### src/rtl/mul_unit.sv
// mul_unit: iterative 32x32 multiplier for MUL, MULH, MULHSU and MULHU.
// Operands are reduced to magnitudes at start and a shift-add loop builds
// the 64-bit unsigned product. A final cycle restores the sign and picks the
// low or high word.
// Optional build macro: MUL_RADIX4_EN retires two multiplier bits per cycle
// (16 CALC cycles) instead of one (32 CALC cycles).
module mul_unit #(
  parameter int XLEN = 32
) (
  input  logic            clock,
  input  logic            nreset,
  input  logic            start,
  input  logic            flush,
  input  logic [1:0]      op,
  input  logic [XLEN-1:0] rs1,
  input  logic [XLEN-1:0] rs2,
  output logic            busy,
  output logic            done,
  output logic [XLEN-1:0] result
);

  typedef enum logic [1:0] {IDLE, CALC, FIX} state_t;

`ifdef MUL_RADIX4_EN
  localparam logic [4:0] LAST_COUNT = 5'd15;
`else
  localparam logic [4:0] LAST_COUNT = 5'd31;
`endif

  state_t              state_reg;
  logic [1:0]          op_reg;
  logic                neg_reg;
  logic [XLEN-1:0]     mcand_reg;
  logic [XLEN-1:0]     mplier_reg;
  logic [2*XLEN-1:0]   acc_reg;
  logic [4:0]          count_reg;
  logic                busy_reg;
  logic                done_reg;
  logic [XLEN-1:0]     result_reg;
`ifdef MUL_RADIX4_EN
  logic [XLEN+1:0]     mcand3_reg;
  logic [XLEN+1:0]     pp_next;
  logic [XLEN+1:0]     sum_next;
  logic [XLEN+1:0]     mcand3_next;
`else
  logic [XLEN:0]       sum_next;
`endif

  logic                sign_a;
  logic                sign_b;
  logic [XLEN-1:0]     mag_a;
  logic [XLEN-1:0]     mag_b;
  logic [2*XLEN-1:0]   acc_next;
  logic [2*XLEN-1:0]   fixed_acc;

  // Operand signs and magnitudes; MULHU has both operands unsigned, MULHSU only rs2.
  always_comb begin
    sign_a = rs1[XLEN-1] & (op != 2'b11);
    sign_b = rs2[XLEN-1] & ~op[1];
    mag_a  = sign_a ? ({XLEN{1'b0}} - rs1) : rs1;
    mag_b  = sign_b ? ({XLEN{1'b0}} - rs2) : rs2;
  end

`ifdef MUL_RADIX4_EN
  // Radix-4 step: add 0/1x/2x/3x multiplicand into the high half, shift right by two.
  always_comb begin
    mcand3_next = {2'b00, mag_a} + {1'b0, mag_a, 1'b0};
    case (mplier_reg[1:0])
      2'b01:   pp_next = {2'b00, mcand_reg};
      2'b10:   pp_next = {1'b0, mcand_reg, 1'b0};
      2'b11:   pp_next = mcand3_reg;
      default: pp_next = '0;
    endcase
    sum_next = {2'b00, acc_reg[2*XLEN-1:XLEN]} + pp_next;
    acc_next = {sum_next, acc_reg[XLEN-1:2]};
  end
`else
  // Radix-2 step: conditionally add the multiplicand into the high half, shift right by one.
  always_comb begin
    sum_next = {1'b0, acc_reg[2*XLEN-1:XLEN]}
             + (mplier_reg[0] ? {1'b0, mcand_reg} : {(XLEN+1){1'b0}});
    acc_next = {sum_next, acc_reg[XLEN-1:1]};
  end
`endif

  // Sign restoration of the unsigned magnitude product.
  always_comb begin
    fixed_acc = neg_reg ? ({(2*XLEN){1'b0}} - acc_reg) : acc_reg;
  end

  // Control FSM and datapath registers; flush aborts from any state.
  always_ff @(posedge clock or negedge nreset) begin
    if (!nreset) begin
      state_reg  <= IDLE;
      op_reg     <= '0;
      neg_reg    <= 1'b0;
      mcand_reg  <= '0;
      mplier_reg <= '0;
      acc_reg    <= '0;
      count_reg  <= '0;
      busy_reg   <= 1'b0;
      done_reg   <= 1'b0;
      result_reg <= '0;
`ifdef MUL_RADIX4_EN
      mcand3_reg <= '0;
`endif
    end else begin
      done_reg <= 1'b0;
      if (flush) begin
        state_reg <= IDLE;
        busy_reg  <= 1'b0;
      end else begin
        case (state_reg)
          IDLE: begin
            if (start) begin
              op_reg     <= op;
              neg_reg    <= sign_a ^ sign_b;
              mcand_reg  <= mag_a;
              mplier_reg <= mag_b;
              acc_reg    <= '0;
              count_reg  <= '0;
              busy_reg   <= 1'b1;
              state_reg  <= CALC;
`ifdef MUL_RADIX4_EN
              mcand3_reg <= mcand3_next;
`endif
            end
          end
          CALC: begin
            acc_reg   <= acc_next;
`ifdef MUL_RADIX4_EN
            mplier_reg <= {2'b00, mplier_reg[XLEN-1:2]};
`else
            mplier_reg <= {1'b0, mplier_reg[XLEN-1:1]};
`endif
            count_reg <= count_reg + 5'd1;
            if (count_reg == LAST_COUNT) begin
              state_reg <= FIX;
            end
          end
          FIX: begin
            result_reg <= (op_reg == 2'b00) ? fixed_acc[XLEN-1:0]
                                            : fixed_acc[2*XLEN-1:XLEN];
            done_reg   <= 1'b1;
            busy_reg   <= 1'b0;
            state_reg  <= IDLE;
          end
          default: begin
            state_reg <= IDLE;
            busy_reg  <= 1'b0;
          end
        endcase
      end
    end
  end

  assign busy   = busy_reg;
  assign done   = done_reg;
  assign result = result_reg;

endmodule

### config.mk
export PLATFORM = sky130hd
export DESIGN_NAME = mul_unit
export DESIGN_NICKNAME = d
export VERILOG_FILES = /design/src/rtl/mul_unit.sv
export SDC_FILE = /design/constraint.sdc
export NUM_CORES = 1
export LEC_CHECK = 0
export CORE_AREA = 2 2 171 173
export DETAILED_ROUTE_END_ITERATION = 7
export DIE_AREA = 0 0 173 175
export SLEW_MARGIN = 20
export SYNTH_ARGS = -nofsm -noshare
export SYNTH_HDL_FRONTEND = slang
export SYNTH_SLANG_ARGS = --single-unit
export TNS_END_PERCENT = 10
### constraint.sdc
create_clock -name clock -period 3.9 [get_ports clock]
set_input_delay 0.585 -clock clock [delete_from_list [all_inputs] [get_ports clock]]
set_output_delay 0.585 -clock clock [all_outputs]
set_load 0.02 [all_outputs]
## Yosys cells after proc, flatten, opt, wreduce, memory -nomap -nowiden

Cells that the tools add are included.

- Add/subtract/negate cells: 5
- Eq/ne operators: 8
- Multiplexer cells: 20
- Bitwise operators: 5
- Reductions and logical operators: 8

Operators by type and width:

| cell | count |
|---|---|
| 2-to-1 mux 32 bit | 5 |
| 2-to-1 mux 64 bit | 2 |
| one-hot mux 64 bit (2 select lines) | 1 |
| one-hot mux 32 bit (2 select lines) | 1 |
| subtractor 1 x 32 -> 32 bit (first input constant) | 2 |
| subtractor 1 x 64 -> 64 bit (first input constant) | 1 |
| adder 32 x 32 -> 33 bit | 1 |
| one-hot mux 5 bit (2 select lines) | 1 |
| 2-to-1 mux 2 bit | 3 |
| != test 2 bit (second input constant) | 3 |
| != test 3 bit (second input constant) | 2 |
| AND reduction 2 bit | 3 |
| AND reduction 3 bit | 2 |
| adder 5 x 1 -> 5 bit (second input constant) | 1 |
| == test 5 bit (second input constant) | 1 |
| 2-to-1 mux 5 bit | 1 |
| logical NOT 2 bit | 2 |
| 2-to-1 mux 1 bit | 4 |
| one-hot mux 2 bit (2 select lines) | 1 |
| bitwise AND 1 bit | 2 |
| == test 2 x 1 -> 1 bit (second input constant) | 1 |
| == test 2 bit (second input constant) | 1 |
| inverter 1 bit | 2 |
| one-hot mux 1 bit (2 select lines) | 1 |
| 2 further kinds | 2 |

- Register bits after elaboration: 172
- Input port bits: 70
- Output and inout bits: 34

## Longest topological paths before layout

- Word-level depth: 5
- Mapped depth: 14
- Depth with buffers taken out: 13

## Worst setup path after synthesis

Ideal clock, no wire load.

- Kind: register -> register
- Start: reg mplier_reg[0]
- End: reg acc_reg[62]
- Arrival time: 3.365 ns
- Required time: 3.829 ns
- Setup slack: 0.464 ns
- Cell stages (with the launch flop): 14
- Buffers on the path: 1
- Period minus slack after synthesis: 3.436 ns
- Path through: dfrtp_1 -> clkbuf_1 -> nand2_1 -> inv_1 -> ha_1 -> a211oi_1 -> o21bai_1 -> a2111oi_0 -> o31ai_1 -> a41oi_1 -> nor3_1 -> o41a_1 -> or4b_1 -> nand4_1

- Cells in the longest elaborated chain, start to end: 3

RTL lines:

| what | line | source |
|---|---|---|
| from (decl) | 34 | `logic [XLEN-1:0] mplier_reg;` |
| from (signal assigned) | 119 | `mplier_reg <= mag_b;` |
| from (signal assigned) | 134 | `mplier_reg <= {1'b0, mplier_reg[XLEN-1:1]};` |
| 2-to-1 mux 32 bit | 81 | `+ (mplier_reg[0] ? {1'b0, mcand_reg} : {(XLEN+1){1'b0}});` |
| adder 32 x 32 -> 33 bit | 81 |  |
| one-hot mux 64 bit (2 select lines) | 113 | `case (state_reg)` |
| to (signal assigned) | 130 | `acc_reg <= acc_next;` |
| to (decl) | 35 | `logic [2*XLEN-1:0] acc_reg;` |

Every way passes these cells.
A chain may end at the register's enable or synchronous reset.

## Worst setup path in the final report

- Start: reg acc_reg[13]
- End: reg result_reg[28], in the netlist result[28]

- Cells in the longest elaborated chain, start to end: 3

RTL lines:

| what | line | source |
|---|---|---|
| subtractor 1 x 64 -> 64 bit | 88 | `fixed_acc = neg_reg ? ({(2*XLEN){1'b0}} - acc_reg) : acc_reg;` |
| 2-to-1 mux 64 bit | 88 |  |
| 2-to-1 mux 32 bit | 142 | `result_reg <= (op_reg == 2'b00) ? fixed_acc[XLEN-1:0]` |
| to (signal assigned) | 142 |  |
| to (decl) | 39 | `logic [XLEN-1:0] result_reg;` |

Every way passes these cells.

==> results.py <==
metrics = {
    "worst_setup_path": {
        "max_stage_delay_ns": 0.68,
        "rrSetupSlack_ns": 0.24,
        "start_kind": "register",
        "required_ns": 4.18,
        "crit_buf_inv": 0,
        "cp_max_fo": 8,
        "crit_arrival_ns": 3.94,
        "crit_type": "reg -> reg",
        "cp_cell_sequence": "or4_1, or3_1, or4_1, nor3_2, nand3_1, or4_1, o31ai_2, xor2_1, o221ai_1",
        "worstSetupEndpointType": "register",
        "path_delay_family": "simple AND/OR/NAND/NOR gates",
        "r2r-end": "result[28]",
        "reg2reg_from": "acc_reg[13]",
        "cpMostUsedCell": "or4_1",
        "reg2reg_depth": 9,
        "cp_slowest_cell": "or4_1",
    },
    "synth": {
        "syn_nets": 1427,
        "ys_warn_count": 0,
        "synth_cells": 1319,
        "synth_area_um2": 11200,
        "synth-seq-cells": 172,
        "async_reset_ff_frac": 1.00,
        "synth_ff_type": "dfrtp_1",
        "synth-seq-area-share": 0.383,
        "synth-edff-count": 0,
        "avgSynthCellArea_um2": 8.51,
        "synthDistinctLibCells": 74,
    },
    "timing": {
        "setup_tns_ns": 0,
        "rsz0062_at_grt": "false",
        "finalCriticalPeriod_ns": 3.66,
        "worstMarginPinSlew_ns": 1.05,
        "finClkSkew_ns": 0.0130,
        "slew_headroom": 0.297,
        "hold_viol_final": 0,
        "fmax_mhz": 273,
        "drv_slew": 0,
        "final-setup-viol-count": 0,
        "finalCritPeriodShare": 0.938,
        "setup_ws_ns": 0.242,
    },
    "cts": {
        "cts_inserted_buffers": 17,
        "clk_pin_slew_worst_paths_ns": 0.08,
        "clock_latency_ns": 0.43,
        "clk_path_buf_depth": 2,
        "cts.sinks": 172,
        "htreeDepth": 4,
        "clock-root-buffer": "clkbuf_16",
        "cts_tree": "built",
    },
    "routing": {
        "dr.first_iter.drc_count": 664,
        "vias": 9808,
        "route.detailed.drc": 0,
        "drt_first_pass_iters": 5,
        "wl_per_cell_um": 16.9,
        "dr_wl_met3_um": 1150,
        "met2WireLength_um": 13500,
        "vias_per_cell": 5.51,
        "highest_layer": "met4",
        "wl_met1_um": 15000,
        "wl_um": 30100,
        "antenna_left": 0,
    },
    "power_and_ir_drop": {
        "p_leak_uw": 0.00577,
        "p_per_area_nw_per_um2": 487,
        "vdd_drop_max_mv": 0.335,
    },
    "global_routing": {
        "first_global_vias": 9348,
        "grt_antenna_before_repair": 0,
        "grt_usage": 0.200,
        "grt_first_pass_wirelength_um": 49600,
        "grt_max_degree": 81,
        "grt-ovfl-total": 0,
    },
    "layout": {
        "drive_gt1_frac": 0.0580,
        "largest_register_ffs": 64,
        "final_common_cell": "dfrtp_1",
        "fin_nets": 1491,
        "syn_to_final_growth_pct": 18.0,
        "final_cell_mix": "dfrtp_1 (172), nand2_1 (144), a21oi_1 (130)",
        "stdcell_area_um2": 13300,
        "n_antenna_cell": 0,
        "fin_util": 0.467,
    },
    "die": {
        "die-width_um": 173,
        "num_rows": 62,
        "core_um2": 28400,
        "boundaryPins": 104,
        "die_h_um": 175,
        "die-area_um2": 30300,
        "initial_core_util": 0.396,
    },
    "min_path": {
        "min_path_type": "in -> async",
    },
    "placement": {
        "place_ws_ns": 0.193,
        "gp_congestion": 0.852,
        "port_buffers": 103,
        "dpl_cell_area_um2": 12700,
        "place_hpwl_um": 21800,
    },
    "status": {
        "status": "finished clean",
    },
    "job": {
        "maxCapViolations": 0,
    },
}
where the power goes:
group / internal [µW] / switching [µW]
sequential: 2050 / 325
combinational: 967 / 1370
clock: 927 / 811
cell type report:
type | instances | area (µm²)
multi-input combinational | 1044 | 6540
tap | 384 | 480
timing repair buffer | 127 | 1260
fill | 2806 | 15100
sequential | 172 | 4300
clock buffer | 19 | 443
inverter | 21 | 78.8
clock inverter | 13 | 143
repair_timing:
action,CTS,global route
hold buffers,0,0
setup buffers,0,0
hold endpoints to repair,0,0
gates resized for setup,0,2
setup endpoints to repair,0,1
routing by layer:
metal | track usage | vias to the layer above
met1 | 0.291 | 4699
li1 | - | 4842
met4 | 0.0540 | 0
met5 | 0 | -
met3 | 0.0228 | 25
met2 | 0.315 | 242
cells in the mapped netlist, drive strengths merged, types with 4 or more instances:
cell	instances	area share
nand4	9	0.0050
and3	7	0.0039
ha	37	0.041
a21oi	130	0.058
or2	6	0.0036
dfrtp	172	0.38
or3	12	0.0068
o221ai	11	0.0086
mux2i	5	0.0045
buf	10	0.0039
o22ai	6	0.0033
nor3	23	0.011
xnor2	59	0.046
nand3	17	0.0080
nor2b	10	0.0056
o21bai	5	0.0033
nand2	144	0.048
o41ai	14	0.011
a22o	34	0.027
or4	14	0.0097
a21o	26	0.017
a31oi	13	0.0072
xor2	81	0.063
o21ai	122	0.054
nand3b	4	0.0027
nor2	122	0.041
clkbuf	69	0.023
nand2b	14	0.0078
nor4	15	0.0089
o31ai	25	0.019
inv	20	0.0067
and2	33	0.018
a211oi	6	0.0040
kinds of logic after synthesis:
logic type | Yosys count | synth area share
buffers and inverters | 103 | 0.0363
flip-flops | 172 | 0.383
AND/OR/NAND/NOR | 439 | 0.187
AO/OA/AOI/OAI | 419 | 0.234
XOR/XNOR | 140 | 0.109
multiplexers | 8 | 0.00746
adder cells (fa/ha/maj) | 38 | 0.0430
through the flow:
stage	std cells	total power (µW)	hold slack (ns)
3_5_place_dp	1748	4720	0.466
6_report	1780	6450	0.131
3_3_place_gp	1748	4690	0.462
2_1_floorplan	1319	3990	0.289
4_1_cts	1780	6470	0.154
5_1_grt	1780	6860	0.162
worst register-to-register path, delay by kind of cell, from the launching register on:
family           cells  cell delay, ns
AND/OR/NAND/NOR      6            2.56
flip-flops           1            0.44
AO/OA/AOI/OAI        2            0.33
XOR/XNOR             1            0.18
how the worst max path moves through the flow:
| stage | startpoint | endpoint | slack, ns | depth (start not counted) |
|---|---|---|---|---|
| 6_report | acc_reg[13] | result[28] | 0.24 | 9 |
| 2_1_floorplan | mplier_reg[0] | acc_reg[62] | 0.46 | 13 |
| 4_1_cts | mplier_reg[0] | acc_reg[62] | 0.11 | 12 |
| 5_1_grt | mplier_reg[0] | acc_reg[62] | 0.05 | 12 |
| 3_5_place_dp | mplier_reg[0] | acc_reg[62] | 0.19 | 12 |
| 3_3_place_gp | mplier_reg[0] | acc_reg[62] | 0.33 | 12 |
Power figures use the tool's default switching activity.
==> patch 1: new RTL, same settings <==
The localparam `LAST_COUNT` goes from 5'd31 to 5'd15.
--- a/src/rtl/mul_unit.sv
+++ b/src/rtl/mul_unit.sv
@@ -26,3 +26,3 @@
 `else
-  localparam logic [4:0] LAST_COUNT = 5'd31;
+  localparam logic [4:0] LAST_COUNT = 5'd15;
 `endif
Function: same outputs for any inputs over 10 cycles, from zero or initial values and one cycle with nreset low; that may be too few to reach the edited logic, so the function may still have changed.
==> patch 1 against the unedited design <==
- synthesized area rose by 1.6%
- combinational power shrank 12%
- core utilization grew 0.63 points
- sequential power down 5%
- via count rose by 3.5%
- worst setup slack better by 360 ps
- wire length is 4.7% higher
- design area grew 1.4%
- highest routed layer unchanged
- sequential cell count is the same
- power is 6.0% lower
- sequential share of layout area shrank 0.44 points
- non-clock buffer count decreased by 1
- largest power group unchanged
==> patch 1: results (changes against the unedited design) <==
- Launching point of the worst reg2reg path: mplier_reg[0]
- Overall routing resource usage: 0.209 (+0.00945)
* Maximum fanout encountered on the critical timing path: 32 (+24)
- Vias in the first global route: 9580 (+2.5%)
- Highest attainable clock frequency: 0.303 GHz (+11%)
- Tightest hold margin: 142 ps (+10.7 ps)
* Overall via count from detail_route: 10200 (+3.5%)
- The total of fill cells in the finished design was 2814 (+0.29%).
- The number of standard cells after synthesis is 1347 (+2.1%).
- The HPWL after detailed placement is 23400 um (+7.3%).
- Worst reg2reg path endpoint: acc_reg[56]
- Stage delay of the slowest cell on the critical path: 490 ps (-190 ps)
- Peak supply drop: 0.298 mV (-11%)
- Register-to-register setup slack: 600 ps (+360 ps)
* Leakage dissipation: 0.00587 uW (+1.6%)
- Power per unit of standard cell area: 451 mW/mm2 (-7.2%)
* Run status: completed
- The worst-margin pin slew is 1010 ps (-40.3 ps).
* Part of the Yosys area used for sequential elements: 0.377 (-0.00605)
- The distinct cell type count after synthesis is 65 (-12%).
* Top area cells in the synthesized netlist: dfrtp_1, nand2_1, o21ai_0
- Largest net degree at the start of global routing: 72 (-11%)
* Final WL: 31500 um (+4.7%)
- The global placement routability congestion came to 0.880 (+3.3%).
- The cell area reported after detailed placement was 0.0129 mm2 (+1.5%).
- The worst setup timing slack at the placement stage is 368 ps (+175 ps).
==> patch 1: cell types whose count changed in the layout (fill, tap and decap cells not counted), moves of 9 or more <==
cell     delta
nand2_1    +41
o21ai_1    +22
nor2_1     -30
or3_1       +9
o21ai_0    +23
a21oi_1    -39
==> patch 1: logic make-up after synthesis <==
logic type      count (synthesis)  share of synthesized area
simple gates                  463                      0.200
compound gates                430                      0.239
flops                         172                      0.377
xor+xnor                      136                      0.104
buf+inv                       105                     0.0345
fa+ha+maj                      38                     0.0423
mux                             3                    0.00263
==> patch 1: report_power, final <==
part | internal [uW] | switching, uW | leakage (uW) | total [uW]
combinational | 795 | 1280 | 0.00330 | 2070
clock | 967 | 763 | 0.000282 | 1730
sequential | 2010 | 246 | 0.00229 | 2260
total | 3780 | 2290 | 0.00587 | 6060
==> patch 1: layout make-up <==
cell class,instances,area share
sequential,172,0.320
timing repair buffer,126,0.0925
tap,384,0.0358
clock inverter,12,0.0102
multi-input combinational,1070,0.501
inverter,25,0.00699
clock buffer,19,0.0330
==> patch 1: metal layers <==
metal | vias up | routed length [um] | part of all wire | track usage
met5 | - | 0 | 0 | 0
met4 | 0 | 398 | 0.013 | 0.0501
met3 | 29 | 1190 | 0.038 | 0.0220
met2 | 233 | 14100 | 0.45 | 0.327
met1 | 4921 | 15800 | 0.50 | 0.312
li1 | 4967 | - | - | -
==> patch 1: worst register-to-register path: stages (launching register included) <==
cell	delay (ps)
dfrtp_1	370
buf_4	200
nand2_1	130
inv_1	50
ha_1	260
a21oi_1	70
nand4b_1	250
a2111oi_0	460
buf_4	200
o2111ai_1	150
a211oi_1	370
a2bb2oi_1	160
or4_1	490
nand3_1	90
==> patch 2: new RTL, config.mk and constraints unchanged <==
Without the edit above. Register the input `rs2` before use, without a reset. The logic sees it one clock later. The other inputs are not delayed to match.
--- a/src/rtl/mul_unit.sv
+++ b/src/rtl/mul_unit.sv
@@ -22,2 +22,8 @@
   typedef enum logic [1:0] {IDLE, CALC, FIX} state_t;
+
+  logic [XLEN-1:0] rs2_q;
+
+  always_ff @(posedge clock) begin
+    rs2_q <= rs2;
+  end
 
@@ -58,5 +64,5 @@
     sign_a = rs1[XLEN-1] & (op != 2'b11);
-    sign_b = rs2[XLEN-1] & ~op[1];
+    sign_b = rs2_q[XLEN-1] & ~op[1];
     mag_a  = sign_a ? ({XLEN{1'b0}} - rs1) : rs1;
-    mag_b  = sign_b ? ({XLEN{1'b0}} - rs2) : rs2;
+    mag_b  = sign_b ? ({XLEN{1'b0}} - rs2_q) : rs2_q;
   end
Check against the original RTL: no difference found for any inputs over 10 cycles, from zero or initial values and one cycle with nreset low; that may be too few to reach the edited logic, so the function may still have changed.
==> patch 2 against the unedited design <==
- synthesized cell count is 3.9% higher
- worst setup slack improved by 170 ps
- synthesized area is 8.4% higher
- count of clock-buffer cells in the layout increased by 14
- wire length rose by 14%
- final cell count rose by 3.5%
- via count grew 7.6%
- design area increased by 8.2%
- clock power up 28%
- power increased by 7.0%
- global-route usage up 2.7 points
- sequential cell count grew 32
==> patch 2: results (changes against the unedited design) <==
- Clock skew: 21.9 ps (+8.86 ps)
- Synth cell count leaders: dfrtp_1, nand2_1, o21ai_0
- The number of buffers created by CTS came to 24 (+7).
* Number of flip-flops in the largest register: 64 (unchanged)
- Final routed wire length divided by cell count: 18.6 um (+10%)
* Vias in the first global route: 10200 (+8.9%)
* Max-capacitance violation count: 0 (unchanged)
- Buffer count from post-CTS setup fixing: 0 (unchanged)
* Number of warnings printed during yosys synthesis: 0 (unchanged)
- The HPWL after detailed placement is 25300 um (+16%).
- Maximum buffer depth of the clock tree: 3 (+1)
* Leakage dissipation: 0.00607 uW (+5.2%)
- CTS placed an instance of clkbuf_16 at the clock tree root.
* Number of optimization iterations in the first detailed-route pass: 6 (+1)
* Overall routing resource usage: 0.227 (+0.0267)
* Overall via count from detail_route: 10600 (+7.6%)
- The run finished with clean final reports.
- Proportion of layout cells with a drive suffix above 1: 0.0658 (+0.00782)
- For this run, the leading register cell type out of synthesis is dfrtp_1.
- Post-placement setup slack: 447 ps (+254 ps)
- Ant. Diodes: 0 (unchanged)
- The synthesized area divided by synthesized cell count is 8.88 um2 (+4.2%).
- The sequential-to-total area share from yosys stat was 0.406 (+0.0231).
- Launching point of the worst reg2reg path: mplier_reg[0]
- Post-Synthesis Net Count: 1479 (+3.6%)
* Number of distinct library cells after synthesis: 75 (+1.4%)
- Highest attainable clock frequency: 0.287 GHz (+4.9%)
- Critical path launch point: mplier_reg[0]
* Number of antenna violations at the first check in global routing: 0 (unchanged)
- The maximum number of pins on one net before global-route repair is 103 (+27%).
- Htree depth: 1 (-3)
- Hold Path Class: in2async
- The first-pass GRT wire length was 56000 um (+13%).
- Peak supply drop: 0.313 mV (-6.4%)
- Post-CTS resize count: 0 (unchanged)
* Later-pin clock latency in the skew report: 540 ps (+110 ps)
- The slack of the worst reg-to-reg path came to 410 ps (+170 ps).
- The largest driver fanout on the critical path was 19 (+11).
- Actual transition at the worst max-transition pin: 827 ps (-224 ps)
* Reg clk slew, reported paths: 70 ps
- The share of synthesized registers carrying an async set or reset was 0.843 (-0.157).
- The net count reported at finish was 1551 (+4.0%).
* Worst reg2reg path endpoint: acc_reg[60]
- The global placement routability congestion came to 0.925 (+8.6%).
- Top area cells in the synthesized netlist: dfrtp_1, o21ai_0, dfxtp_1
* Worst R2R Path Depth: 11 (+2)
* Setup Crit Path Kind: reg2reg
* Starting DRC count in detailed routing: 732 (+10%)
- The routed wire length is 34300 um (+14%).
- The worst endpoint data arrival time was 3920 ps (-20 ps).
- The total of buffers placed on input and output ports was 103 (unchanged).
patch 2: cell types whose count changed after synthesis, moves of 8 or more:
cell	change
a22oi_1	+33
a21oi_1	-59
xnor2_1	+11
mux2i_1	+10
nor3_1	+8
o221ai_1	-9
o21ai_0	+45
nand4_1	+16
o21ai_1	-8
dfxtp_1	+32
a21o_1	-17
nor2_1	-41
xor2_1	-25
nand2_1	+15
patch 2: routing by layer:
layer | track usage | vias up | routed length [um]
met4 | 0.0636 | 0 | 860
met1 | 0.316 | 4997 | 15800
met5 | 0 | - | 0
li1 | - | 5157 | -
met3 | 0.0326 | 52 | 2110
met2 | 0.369 | 345 | 15600
patch 2: cell type report:
cell class / instances / area (um2)
clock buffer: 33 / 686
clock inverter: 8 / 95.1
fill: 2735 / 14000
inverter: 24 / 90.1
multi-input combinational: 1058 / 6780
sequential: 204 / 4940
tap: 384 / 480
timing repair buffer: 131 / 1270
patch 2: worst min path at each step:
stage / start / to / slack (ps) / cells past startpoint
after floorplan: nreset / acc_reg[0] / 290 / 0
after global placement: result[3] / result[3] / 450 / 2
after detailed placement: mcand_reg[13] / mcand_reg[13] / 460 / 2
after CTS: nreset / acc_reg[5] / 80 / 1
after global routing: nreset / acc_reg[20] / 90 / 1
final: nreset / acc_reg[0] / 60 / 1
patch 2: cells by family after synthesis:
logic type	count (synthesis)	share of synthesized area
compound gates	427	0.227
simple gates	451	0.186
mux	16	0.0133
xor+xnor	126	0.0907
fa+ha+maj	38	0.0397
buf+inv	109	0.0377
flops	204	0.406
patch 2: report_power, final:
part / switching [uW] / total (uW) / leakage [uW] / internal, uW
clock network: 916 / 2220 / 0.000377 / 1300
registers: 297 / 2650 / 0.00255 / 2350
logic: 1240 / 2030 / 0.00315 / 799
patch 2: through the flow:
step | cell area (um2) | util
6_report | 14300 | 0.505
5_1_grt | 14300 | 0.505
4_1_cts | 14300 | 0.505
3_5_place_dp | 13600 | 0.478
3_3_place_gp | 13600 | 0.478
2_1_floorplan | 12200 | -
patch 2: worst max-delay path, stage by stage (launching register included):
cell	delay (ps)
dfrtp_1	480
buf_4	240
nand2_1	120
inv_1	60
ha_1	270
a21oi_1	80
nand4b_1	230
a2111oi_0	760
o31ai_1	210
o21ai_0	470
nand4_1	150
a221o_1	310
